--- src/rtl/hcordic_pkg.sv ---
// hcordic_pkg: shared state encoding, mode/operation codes and convergence default for the CORDIC iteration controller.
package hcordic_pkg;
  typedef enum logic [2:0] {S_IDLE, S_CHECK, S_WAIT_FSM, S_FIRE, S_WAIT_ALU, S_DONE} state_e;
  localparam logic [1:0] MODE_LINEAR = 2'b00;
  localparam logic [1:0] MODE_CIRCULAR = 2'b01;
  localparam logic [1:0] MODE_HYPERBOLIC = 2'b11;
  localparam logic OP_ROTATION = 1'b1;
  localparam logic OP_VECTORING = 1'b0;
  localparam logic [7:0] CONV_EXP_DEF = 8'h70;
  function automatic logic [7:0] exp_of(input logic [31:0] f);
    return f[30:23];
  endfunction
endpackage

--- src/rtl/hcordic_iter_ctrl_if.sv ---
// hcordic_iter_ctrl_if: job request, FSM/ALU handshake and result bundle of the iteration controller.
interface hcordic_iter_ctrl_if;
  logic start;
  logic [1:0] mode;
  logic operation;
  logic [31:0] x_in, y_in, z_in, k_in;
  logic [31:0] x_alu, y_alu, z_alu, k_alu;
  logic done_FSM, done_ALU;
  logic [31:0] x, y, z, k;
  logic [1:0] mode_q;
  logic operation_q;
  logic enable_ALU, busy, done;
  logic [31:0] x_final, y_final, z_final, k_final;
  logic [4:0] iter_count;
  logic max_hit, timeout;
  modport slave (
    input start, mode, operation, x_in, y_in, z_in, k_in, x_alu, y_alu, z_alu, k_alu, done_FSM, done_ALU,
    output x, y, z, k, mode_q, operation_q, enable_ALU, busy, done,
    output x_final, y_final, z_final, k_final, iter_count, max_hit, timeout
  );
  modport master (
    output start, mode, operation, x_in, y_in, z_in, k_in, x_alu, y_alu, z_alu, k_alu, done_FSM, done_ALU,
    input x, y, z, k, mode_q, operation_q, enable_ALU, busy, done,
    input x_final, y_final, z_final, k_final, iter_count, max_hit, timeout
  );
endinterface

--- src/rtl/hcordic_watchdog.sv ---
// hcordic_watchdog: wait-cycle counter; expire marks the LIMIT-th consecutive enabled cycle.
module hcordic_watchdog #(
  parameter int LIMIT = 255
) (
  input  logic clock,
  input  logic reset,
  input  logic clear,
  input  logic enable,
  output logic expire
);
  localparam int W = $clog2(LIMIT + 1);
  logic [W-1:0] cnt_q, cnt_d;
  always_comb cnt_d = clear ? '0 : enable ? cnt_q + W'(1) : cnt_q;
  assign expire = enable && !clear && cnt_q == W'(LIMIT - 1);
  always_ff @(posedge clock or posedge reset)
    if (reset) cnt_q <= '0;
    else cnt_q <= cnt_d;
endmodule

--- src/rtl/hcordic_iter_ctrl.sv ---
// hcordic_iter_ctrl: sequences CORDIC iterations between the angle FSM and the ALU until convergence, cap or watchdog.
module hcordic_iter_ctrl
  import hcordic_pkg::*;
#(
  parameter int MAX_ITER = 16,
  parameter int WAIT_LIMIT = 255,
  parameter logic [7:0] CONV_EXP = CONV_EXP_DEF
) (
  input logic clock,
  input logic reset,
  hcordic_iter_ctrl_if.slave io
);
  state_e state_q, state_d;
  logic [31:0] x_q, x_d, y_q, y_d, z_q, z_d, k_q, k_d;
  logic [31:0] xf_q, xf_d, yf_q, yf_d, zf_q, zf_d, kf_q, kf_d;
  logic [1:0] mode_lat_q, mode_lat_d;
  logic op_q, op_d, max_hit_q, max_hit_d, timeout_q, timeout_d, fsm_prev_q;
  logic [4:0] iter_q, iter_d;
  logic waiting, wd_expire, fsm_rise, converged;
  assign waiting = state_q inside {S_WAIT_FSM, S_WAIT_ALU};
  assign fsm_rise = io.done_FSM && !fsm_prev_q;
  assign converged = exp_of(op_q == OP_ROTATION ? z_q : y_q) <= CONV_EXP;
  hcordic_watchdog #(.LIMIT(WAIT_LIMIT)) u_wd (
    .clock(clock), .reset(reset), .clear(!waiting), .enable(waiting), .expire(wd_expire)
  );
  always_comb begin
    state_d = state_q;
    {x_d, y_d, z_d, k_d} = {x_q, y_q, z_q, k_q};
    {xf_d, yf_d, zf_d, kf_d} = {xf_q, yf_q, zf_q, kf_q};
    mode_lat_d = mode_lat_q;
    op_d = op_q;
    iter_d = iter_q;
    max_hit_d = max_hit_q;
    timeout_d = timeout_q;
    case (state_q)
      S_IDLE: if (io.start) begin
        {x_d, y_d, z_d, k_d} = {io.x_in, io.y_in, io.z_in, io.k_in};
        mode_lat_d = io.mode;
        op_d = io.operation;
        iter_d = '0;
        max_hit_d = 1'b0;
        timeout_d = 1'b0;
        state_d = S_CHECK;
      end
      S_CHECK: begin
        max_hit_d = !converged && iter_q == 5'(MAX_ITER);
        state_d = converged || max_hit_d ? S_DONE : S_WAIT_FSM;
      end
      S_WAIT_FSM: if (fsm_rise) state_d = S_FIRE;
        else if (wd_expire) begin
          timeout_d = 1'b1;
          state_d = S_DONE;
        end
      S_FIRE: state_d = S_WAIT_ALU;
      S_WAIT_ALU: if (io.done_ALU) begin
        {x_d, y_d, z_d, k_d} = {io.x_alu, io.y_alu, io.z_alu, io.k_alu};
        iter_d = iter_q == 5'd31 ? iter_q : iter_q + 5'd1;
        state_d = S_CHECK;
      end else if (wd_expire) begin
        timeout_d = 1'b1;
        state_d = S_DONE;
      end
      default: state_d = S_IDLE;
    endcase
    // results are captured on entry so they are already valid while done pulses
    if (state_d == S_DONE) {xf_d, yf_d, zf_d, kf_d} = {x_q, y_q, z_q, k_q};
  end
  always_ff @(posedge clock or posedge reset)
    if (reset) begin
      state_q <= S_IDLE;
      {x_q, y_q, z_q, k_q} <= '0;
      {xf_q, yf_q, zf_q, kf_q} <= '0;
      mode_lat_q <= '0;
      op_q <= 1'b0;
      iter_q <= '0;
      max_hit_q <= 1'b0;
      timeout_q <= 1'b0;
      fsm_prev_q <= 1'b0;
    end else begin
      state_q <= state_d;
      {x_q, y_q, z_q, k_q} <= {x_d, y_d, z_d, k_d};
      {xf_q, yf_q, zf_q, kf_q} <= {xf_d, yf_d, zf_d, kf_d};
      mode_lat_q <= mode_lat_d;
      op_q <= op_d;
      iter_q <= iter_d;
      max_hit_q <= max_hit_d;
      timeout_q <= timeout_d;
      fsm_prev_q <= io.done_FSM;
    end
  assign {io.x, io.y, io.z, io.k} = {x_q, y_q, z_q, k_q};
  assign {io.x_final, io.y_final, io.z_final, io.k_final} = {xf_q, yf_q, zf_q, kf_q};
  assign io.mode_q = mode_lat_q;
  assign io.operation_q = op_q;
  assign io.iter_count = iter_q;
  assign io.max_hit = max_hit_q;
  assign io.timeout = timeout_q;
  assign io.enable_ALU = state_q == S_FIRE;
  assign io.busy = state_q != S_IDLE;
  assign io.done = state_q == S_DONE;
endmodule

--- src/flat_wrapper.sv ---
// flat-port wrapper written by rule: the top's interface ports become plain ports
module hcordic_iter_ctrl_flat import hcordic_pkg::*;
#(
  parameter int MAX_ITER = 16,
  parameter int WAIT_LIMIT = 255,
  parameter logic [7:0] CONV_EXP = CONV_EXP_DEF
)
  (clock, reset, io_start, io_mode, io_operation, io_x_in, io_y_in, io_z_in, io_k_in, io_x_alu, io_y_alu, io_z_alu, io_k_alu, io_done_FSM, io_done_ALU, io_x, io_y, io_z, io_k, io_mode_q, io_operation_q, io_enable_ALU, io_busy, io_done, io_x_final, io_y_final, io_z_final, io_k_final, io_iter_count, io_max_hit, io_timeout);
  hcordic_iter_ctrl_if io_i ();
  input logic clock;
  input logic reset;
  input wire logic [$bits(io_i.start)-1:0] io_start;
  input wire logic [$bits(io_i.mode)-1:0] io_mode;
  input wire logic [$bits(io_i.operation)-1:0] io_operation;
  input wire logic [$bits(io_i.x_in)-1:0] io_x_in;
  input wire logic [$bits(io_i.y_in)-1:0] io_y_in;
  input wire logic [$bits(io_i.z_in)-1:0] io_z_in;
  input wire logic [$bits(io_i.k_in)-1:0] io_k_in;
  input wire logic [$bits(io_i.x_alu)-1:0] io_x_alu;
  input wire logic [$bits(io_i.y_alu)-1:0] io_y_alu;
  input wire logic [$bits(io_i.z_alu)-1:0] io_z_alu;
  input wire logic [$bits(io_i.k_alu)-1:0] io_k_alu;
  input wire logic [$bits(io_i.done_FSM)-1:0] io_done_FSM;
  input wire logic [$bits(io_i.done_ALU)-1:0] io_done_ALU;
  output wire logic [$bits(io_i.x)-1:0] io_x;
  output wire logic [$bits(io_i.y)-1:0] io_y;
  output wire logic [$bits(io_i.z)-1:0] io_z;
  output wire logic [$bits(io_i.k)-1:0] io_k;
  output wire logic [$bits(io_i.mode_q)-1:0] io_mode_q;
  output wire logic [$bits(io_i.operation_q)-1:0] io_operation_q;
  output wire logic [$bits(io_i.enable_ALU)-1:0] io_enable_ALU;
  output wire logic [$bits(io_i.busy)-1:0] io_busy;
  output wire logic [$bits(io_i.done)-1:0] io_done;
  output wire logic [$bits(io_i.x_final)-1:0] io_x_final;
  output wire logic [$bits(io_i.y_final)-1:0] io_y_final;
  output wire logic [$bits(io_i.z_final)-1:0] io_z_final;
  output wire logic [$bits(io_i.k_final)-1:0] io_k_final;
  output wire logic [$bits(io_i.iter_count)-1:0] io_iter_count;
  output wire logic [$bits(io_i.max_hit)-1:0] io_max_hit;
  output wire logic [$bits(io_i.timeout)-1:0] io_timeout;
  assign io_i.start = io_start;
  assign io_i.mode = io_mode;
  assign io_i.operation = io_operation;
  assign io_i.x_in = io_x_in;
  assign io_i.y_in = io_y_in;
  assign io_i.z_in = io_z_in;
  assign io_i.k_in = io_k_in;
  assign io_i.x_alu = io_x_alu;
  assign io_i.y_alu = io_y_alu;
  assign io_i.z_alu = io_z_alu;
  assign io_i.k_alu = io_k_alu;
  assign io_i.done_FSM = io_done_FSM;
  assign io_i.done_ALU = io_done_ALU;
  assign io_x = io_i.x;
  assign io_y = io_i.y;
  assign io_z = io_i.z;
  assign io_k = io_i.k;
  assign io_mode_q = io_i.mode_q;
  assign io_operation_q = io_i.operation_q;
  assign io_enable_ALU = io_i.enable_ALU;
  assign io_busy = io_i.busy;
  assign io_done = io_i.done;
  assign io_x_final = io_i.x_final;
  assign io_y_final = io_i.y_final;
  assign io_z_final = io_i.z_final;
  assign io_k_final = io_i.k_final;
  assign io_iter_count = io_i.iter_count;
  assign io_max_hit = io_i.max_hit;
  assign io_timeout = io_i.timeout;
  hcordic_iter_ctrl #(.MAX_ITER(MAX_ITER), .WAIT_LIMIT(WAIT_LIMIT), .CONV_EXP(CONV_EXP)) u_core (.clock(clock), .reset(reset), .io(io_i));
endmodule
--- config.mk ---
export PLATFORM = sky130hd
export DESIGN_NAME = hcordic_iter_ctrl_flat
export DESIGN_NICKNAME = d
export VERILOG_FILES = /design/src/rtl/hcordic_pkg.sv /design/src/rtl/hcordic_iter_ctrl_if.sv /design/src/rtl/hcordic_watchdog.sv /design/src/rtl/hcordic_iter_ctrl.sv /design/src/flat_wrapper.sv
export SDC_FILE = /design/constraint.sdc
export NUM_CORES = 1
export LEC_CHECK = 0
export ABC_AREA = 1
export ABC_CLOCK_PERIOD_IN_PS = 14100
export CORE_AREA = 10 10 202 204
export DETAILED_ROUTE_END_ITERATION = 7
export DIE_AREA = 0 0 212 214
export GPL_TIMING_DRIVEN = 0
export PLACE_DENSITY = 0.74
export SKIP_CTS_REPAIR_TIMING = 1
export SYNTH_ARGS = -nofsm -noshare
export SYNTH_HDL_FRONTEND = slang
export SYNTH_SLANG_ARGS = --single-unit
--- constraint.sdc ---
create_clock -name clock -period 14.1 [get_ports clock]
set_clock_uncertainty 0.2 [all_clocks]
set_input_delay 2.82 -clock clock [delete_from_list [all_inputs] [get_ports clock]]
set_output_delay 2.82 -clock clock [all_outputs]
set_load 0.02 [all_outputs]
# After elaboration in Yosys (flattened, before gate mapping)
# Cells that the tools add are included.
# word_totals
ff_bits	278
out_inout_bits	269
wordCells	80
# classes
n_addsub	2
magnitude_cmp	1
eq_ne	14
muxes	30
reduce_logical	17
# op_table
cell	n
2-to-1 mux 32 bit	8
case mux 32 bit (2 select lines)	4
2-to-1 mux 31 bit	1
2-to-1 mux 3 bit	5
2-to-1 mux 5 bit	3
case mux 3 bit (5 select lines)	1
equality test 5 bit (second input constant)	2
!= test 2 bit (second input constant)	5
case mux 5 bit (2 select lines)	1
equality test 3 bit (second input constant)	3
adder 8 x 1 -> 8 bit (second input constant)	1
equality test 8 bit (second input constant)	1
<= comparator 8 x 7 -> 1 bit (second input constant)	1
2-to-1 mux 8 bit	1
AND reduction 4 bit	2
equality test 3 x 2 -> 1 bit (second input constant)	2
nonzero test 2 bit	3
nonzero test 3 bit	2
adder 5 x 1 -> 5 bit (second input constant)	1
2-to-1 mux 1 bit	4
AND reduction 2 bit	2
equality test 3 x 1 -> 1 bit (second input constant)	1
logical AND 1 bit	3
zero test 3 bit	1
other kinds (5)	6

# Logic depth before layout (Yosys ltp)
# logic_depth
depth_word	8
mapped_depth	12
depth_no_buf	10

# Hierarchy
# A second synthesis with hierarchy kept.
# hier_totals
cells_unflattened	1432
area_unflattened_um2	12189.2
# modules_own_cells
mod	instances	cells_each	area_per_inst_um2
hcordic_iter_ctrl	1	1379	11755.0
hcordic_watchdog	1	53	434.2

# Worst setup path before layout
# OpenSTA, ideal clock, no wires.
# synth_timing
kind	input -> register
from	input io_done_ALU
to	register u_core.xf_q[29], in the netlist u_core.io.x_final[29]
arrival_time_ns	3.742
required_ns	13.776
setup_slack_ns	10.035
path_stages	7
n_path_buf	2
cell_sequence	or2_1 nand2_1 nor2_4 buf_4 clkbuf_1 o211ai_1 nand2_1
# synth_via
elab_chain_len	3
# synth_lines
element	line_no	text
start: declaration	flat_wrapper.sv:24	input wire logic [$bits(io_i.done_ALU)-1:0] io_done_ALU;
2-to-1 mux 3 bit	hcordic_iter_ctrl.sv:55	S_WAIT_ALU: if (io.done_ALU) begin
case mux 3 bit (5 select lines)	hcordic_iter_ctrl.sv:35	case (state_q)
equality test 3 bit	hcordic_iter_ctrl.sv:66	if (state_d == S_DONE) {xf_d, yf_d, zf_d, kf_d} = {x_q, y_q, z_q, k_q};
end signal: assignment	hcordic_iter_ctrl.sv:82	{xf_q, yf_q, zf_q, kf_q} <= {xf_d, yf_d, zf_d, kf_d};
end: declaration	hcordic_iter_ctrl.sv:15	logic [31:0] xf_q, xf_d, yf_q, yf_d, zf_q, zf_d, kf_q, kf_d;
# No other way between the ends.
# A chain may end at the register's enable or synchronous reset.

# Worst setup path in the final report
# layout_timing
from	input io_start
to	register u_core.k_q[21], in the netlist u_core.io.k[21]
# layout_via
elab_chain_len	2
# layout_lines
element	line_no	text
start: declaration	flat_wrapper.sv:12	input wire logic [$bits(io_i.start)-1:0] io_start;
!= test 2 bit (no source line)	--	
AND reduction 3 bit (no source line)	--	
end signal: assignment	hcordic_iter_ctrl.sv:81	{x_q, y_q, z_q, k_q} <= {x_d, y_d, z_d, k_d};
end: declaration	hcordic_iter_ctrl.sv:14	logic [31:0] x_q, x_d, y_q, y_d, z_q, z_d, k_q, k_d;
# No other way between the ends.

==> flow_metrics.env <==
export IMPL_crit_path_start_kind="input port"
export IMPL_drt_wl_total_mm=56.1
export IMPL_crit_type="in -> reg"
export IMPL_ys_seq_area_share_pct=56.6
export IMPL_required_ns=14.26
export IMPL_utilization_pct=52.5
export IMPL_yosys_area_share_simple_pct=22.5
export IMPL_die_area_sq_mm=0.0454
export IMPL_max_freq_mhz=196
export IMPL_setup_worst_path_start="io_start"
export IMPL_synth_area_sq_mm=0.0123
export IMPL_synth_top_family_by_area="simple AND/OR/NAND/NOR gates"
export IMPL_avgSynthCellArea_sq_um=8.69
export IMPL_dpl_cell_count=2422
export IMPL_antenna_left=0
export IMPL_die_y_um=214
export IMPL_n_fill_cell=3421
export IMPL_io_pins=533
export IMPL_p_leak_nw=8.33
export IMPL_htreeDepth=2
export IMPL_grt_pass1_wl_mm=82.6
export IMPL_synth_fa_ha_area_share_pct=0.509
export IMPL_setup_viol=0
export IMPL_numPortBuffers=532
export IMPL_cp_arrival_ns=5.27
export IMPL_cts_buffers=34
export IMPL_worst_pin_slew_ns=1.16
export IMPL_cts_sinks=278
export IMPL_hold_path_class="reg -> reg"
export IMPL_synthMuxAreaShare_pct=0.0814
export IMPL_ys_ff_latch=278
export IMPL_first_iter_violations=926
export IMPL_dr_total_vias=12773
export IMPL_cts_reportedPaths_clkPinSlew_ns=0.06
export IMPL_final_cell_mix="nand2_1, clkdlybuf4s50_1, dfrtp_1, nor2_1"
export IMPL_cts_buffer_depth=3
export IMPL_rows=71
export IMPL_vias_per_cell=5.14
export IMPL_ir_drop_mv=0.116
export IMPL_start_util_pct=33.2
export IMPL_power_density_mw_per_mm2=258
export IMPL_gr_total_overflow=0
export IMPL_syn_to_final_growth_pct=58.2
export IMPL_rsz0062_at_grt="false"
export IMPL_hold_start="u_core.io.mode_q[0]$_DFFE_PP0P_"
export IMPL_maxSlewHeadroom_pct=22.9
export IMPL_globalplace_congestion=0.912
export IMPL_cp_max_fo=10
export IMPL_crit_path_end_kind="flip-flop"
export IMPL_cts_root_buf="clkbuf_16"
export IMPL_synth_cell_types=31
export IMPL_grt_antenna_before_repair=4
export IMPL_hold_viol=0
export IMPL_first_global_vias=13152
export IMPL_globalRouteTotalUtil_pct=23.9
export IMPL_insertion_delay_ns=0.52
export IMPL_max_cap_violations=0
export IMPL_final_common_cell="nand2_1"
export IMPL_syn_inst=1414
export IMPL_core_area_sq_mm=0.0370
export IMPL_status="completed"
export IMPL_synth_compound_area_share_pct=15.4
export IMPL_rr_startpoint="u_core.state_q[1]$_DFF_PP0_"
export IMPL_synth_xor_area_share_pct=0
export IMPL_drv_slew=0
export IMPL_wire_per_inst_um=22.6
export IMPL_synth_fp_nets=1683
export IMPL_yosysWarningCount=0
export IMPL_stdcell_count=2483
export IMPL_die_w_um=212
export IMPL_cts_tree="yes"
export IMPL_firstDrtPassIters=5
export IMPL_post_dp_hpwl_mm=42.9
export IMPL_drc=0
export IMPL_post_route_period_util_pct=36.3
export IMPL_drive_above_1_share_pct=5.83
export IMPL_layout_nets=2253
export IMPL_grt_max_degree=127
export IMPL_layout_min_cycle_time_ns=5.11
export IMPL_total_power_mw=5.02
area by class of cell:
cell class	instances	area, sq um	area share, %
multi-input cells	1001	4730	24.3
diodes	2	5.00	0.0257
clock inverters	11	168	0.862
flip-flops and latches	278	6960	35.8
well taps	474	593	3.05
clock buffers	48	1000	5.17
inverters	23	93.8	0.483
repair buffers	534	5380	27.7
plain buffers	112	517	2.66
stage by stage:
stage	setup TNS [ns]	hold slack, ns	area, sq um	worst slack [ns]
final	0	0.283	19400	8.99
after global routing	0	0.323	19400	8.87
after CTS	0	0.288	19400	8.96
after detailed placement	0	0.275	18300	8.45
after global placement	-50.10	0.269	18200	-0.212
after floorplan	0	0.254	12300	3.41
synthesized netlist by cell type:
cell type	number	area (sq um)
nand3_1	10	50.1
o2111ai_1	1	8.76
nor2_2	2	12.5
buf_4	15	113
clkbuf_1	56	210
or2_1	1	6.26
o21ai_2	1	8.76
inv_2	3	11.3
a21oi_1	6	30.0
dfrtp_1	278	6960
nor2_4	2	22.5
inv_1	19	71.3
buf_1	9	33.8
buf_2	32	160
and3_1	1	6.26
o211ai_1	128	961
clkinv_1	1	3.75
nand2_2	2	12.5
a31oi_1	128	801
nand2_1	541	2030
nor3_1	5	25.0
o21bai_1	1	7.51
nand3_2	3	30.0
o21ai_0	11	55.1
ha_1	5	62.6
nor2_1	146	548
nor3b_1	1	7.51
nand4_1	3	18.8
a32o_1	1	10.0
mux2i_1	1	10.0
o21ai_1	1	5.00
state kept, by name, summed over array words and instances (netlist names):
register / cells
u_core.io.k: 32
u_core.io.operation_q: 1
u_core.io.k_final: 32
u_core.io.x_final: 32
u_core.io.mode_q: 2
u_core.io.max_hit: 1
u_core.u_wd.cnt_q: 8
u_core.io.iter_count: 5
u_core.io.z: 32
u_core.fsm_prev_q: 1
u_core.io.y: 32
u_core.io.y_final: 32
u_core.io.x: 32
u_core.io.z_final: 32
u_core.io.timeout: 1
u_core.state_q: 3
worst max-delay path, stage by stage:
cell,delay [ns]
clkdlybuf4s50_1,0.51
nand3_2,0.18
nand2_1,0.24
clkbuf_1,0.77
clkbuf_1,0.56
a31oi_1,0.18
path summary, 6_finish.rpt:
kind                       slack (ns)                               to  cells after the start
setup / recovery                 8.99      u_core.io.k[21]$_DFFE_PP0P_                      6
hold / removal                   0.28  u_core.io.mode_q[0]$_DFFE_PP0P_                      2
setup reg to reg                11.20      u_core.io.k[21]$_DFFE_PP0P_                      6
hold reg to reg                  0.28  u_core.io.mode_q[0]$_DFFE_PP0P_                      2
max in group asynchronous       10.24       u_core.io.k[6]$_DFFE_PP0P_                      3
min in group asynchronous        2.47       u_core.io.y[8]$_DFFE_PP0P_                      2
report_power, final:
part	switching (mW)	leakage, nW	internal (mW)
Sequential	0.322	3.29	1.18
Combinational	1.53	4.47	1.06
Clock	0.351	0.572	0.570
Total	2.20	8.33	2.81
metal layers:
metal	global-route usage (%)	wire length, um
met1	26.7	21100
met5	0	13
met3	7.85	5390
met4	9.61	2070
met2	41.0	27600
logic make-up after synthesis:
kind of cell    after synthesis
fa+ha+maj                     5
compound gates              278
mux                           1
flops                       278
buf+inv                     135
simple gates                717
Note: power is estimated with default switching activity, not from simulation.
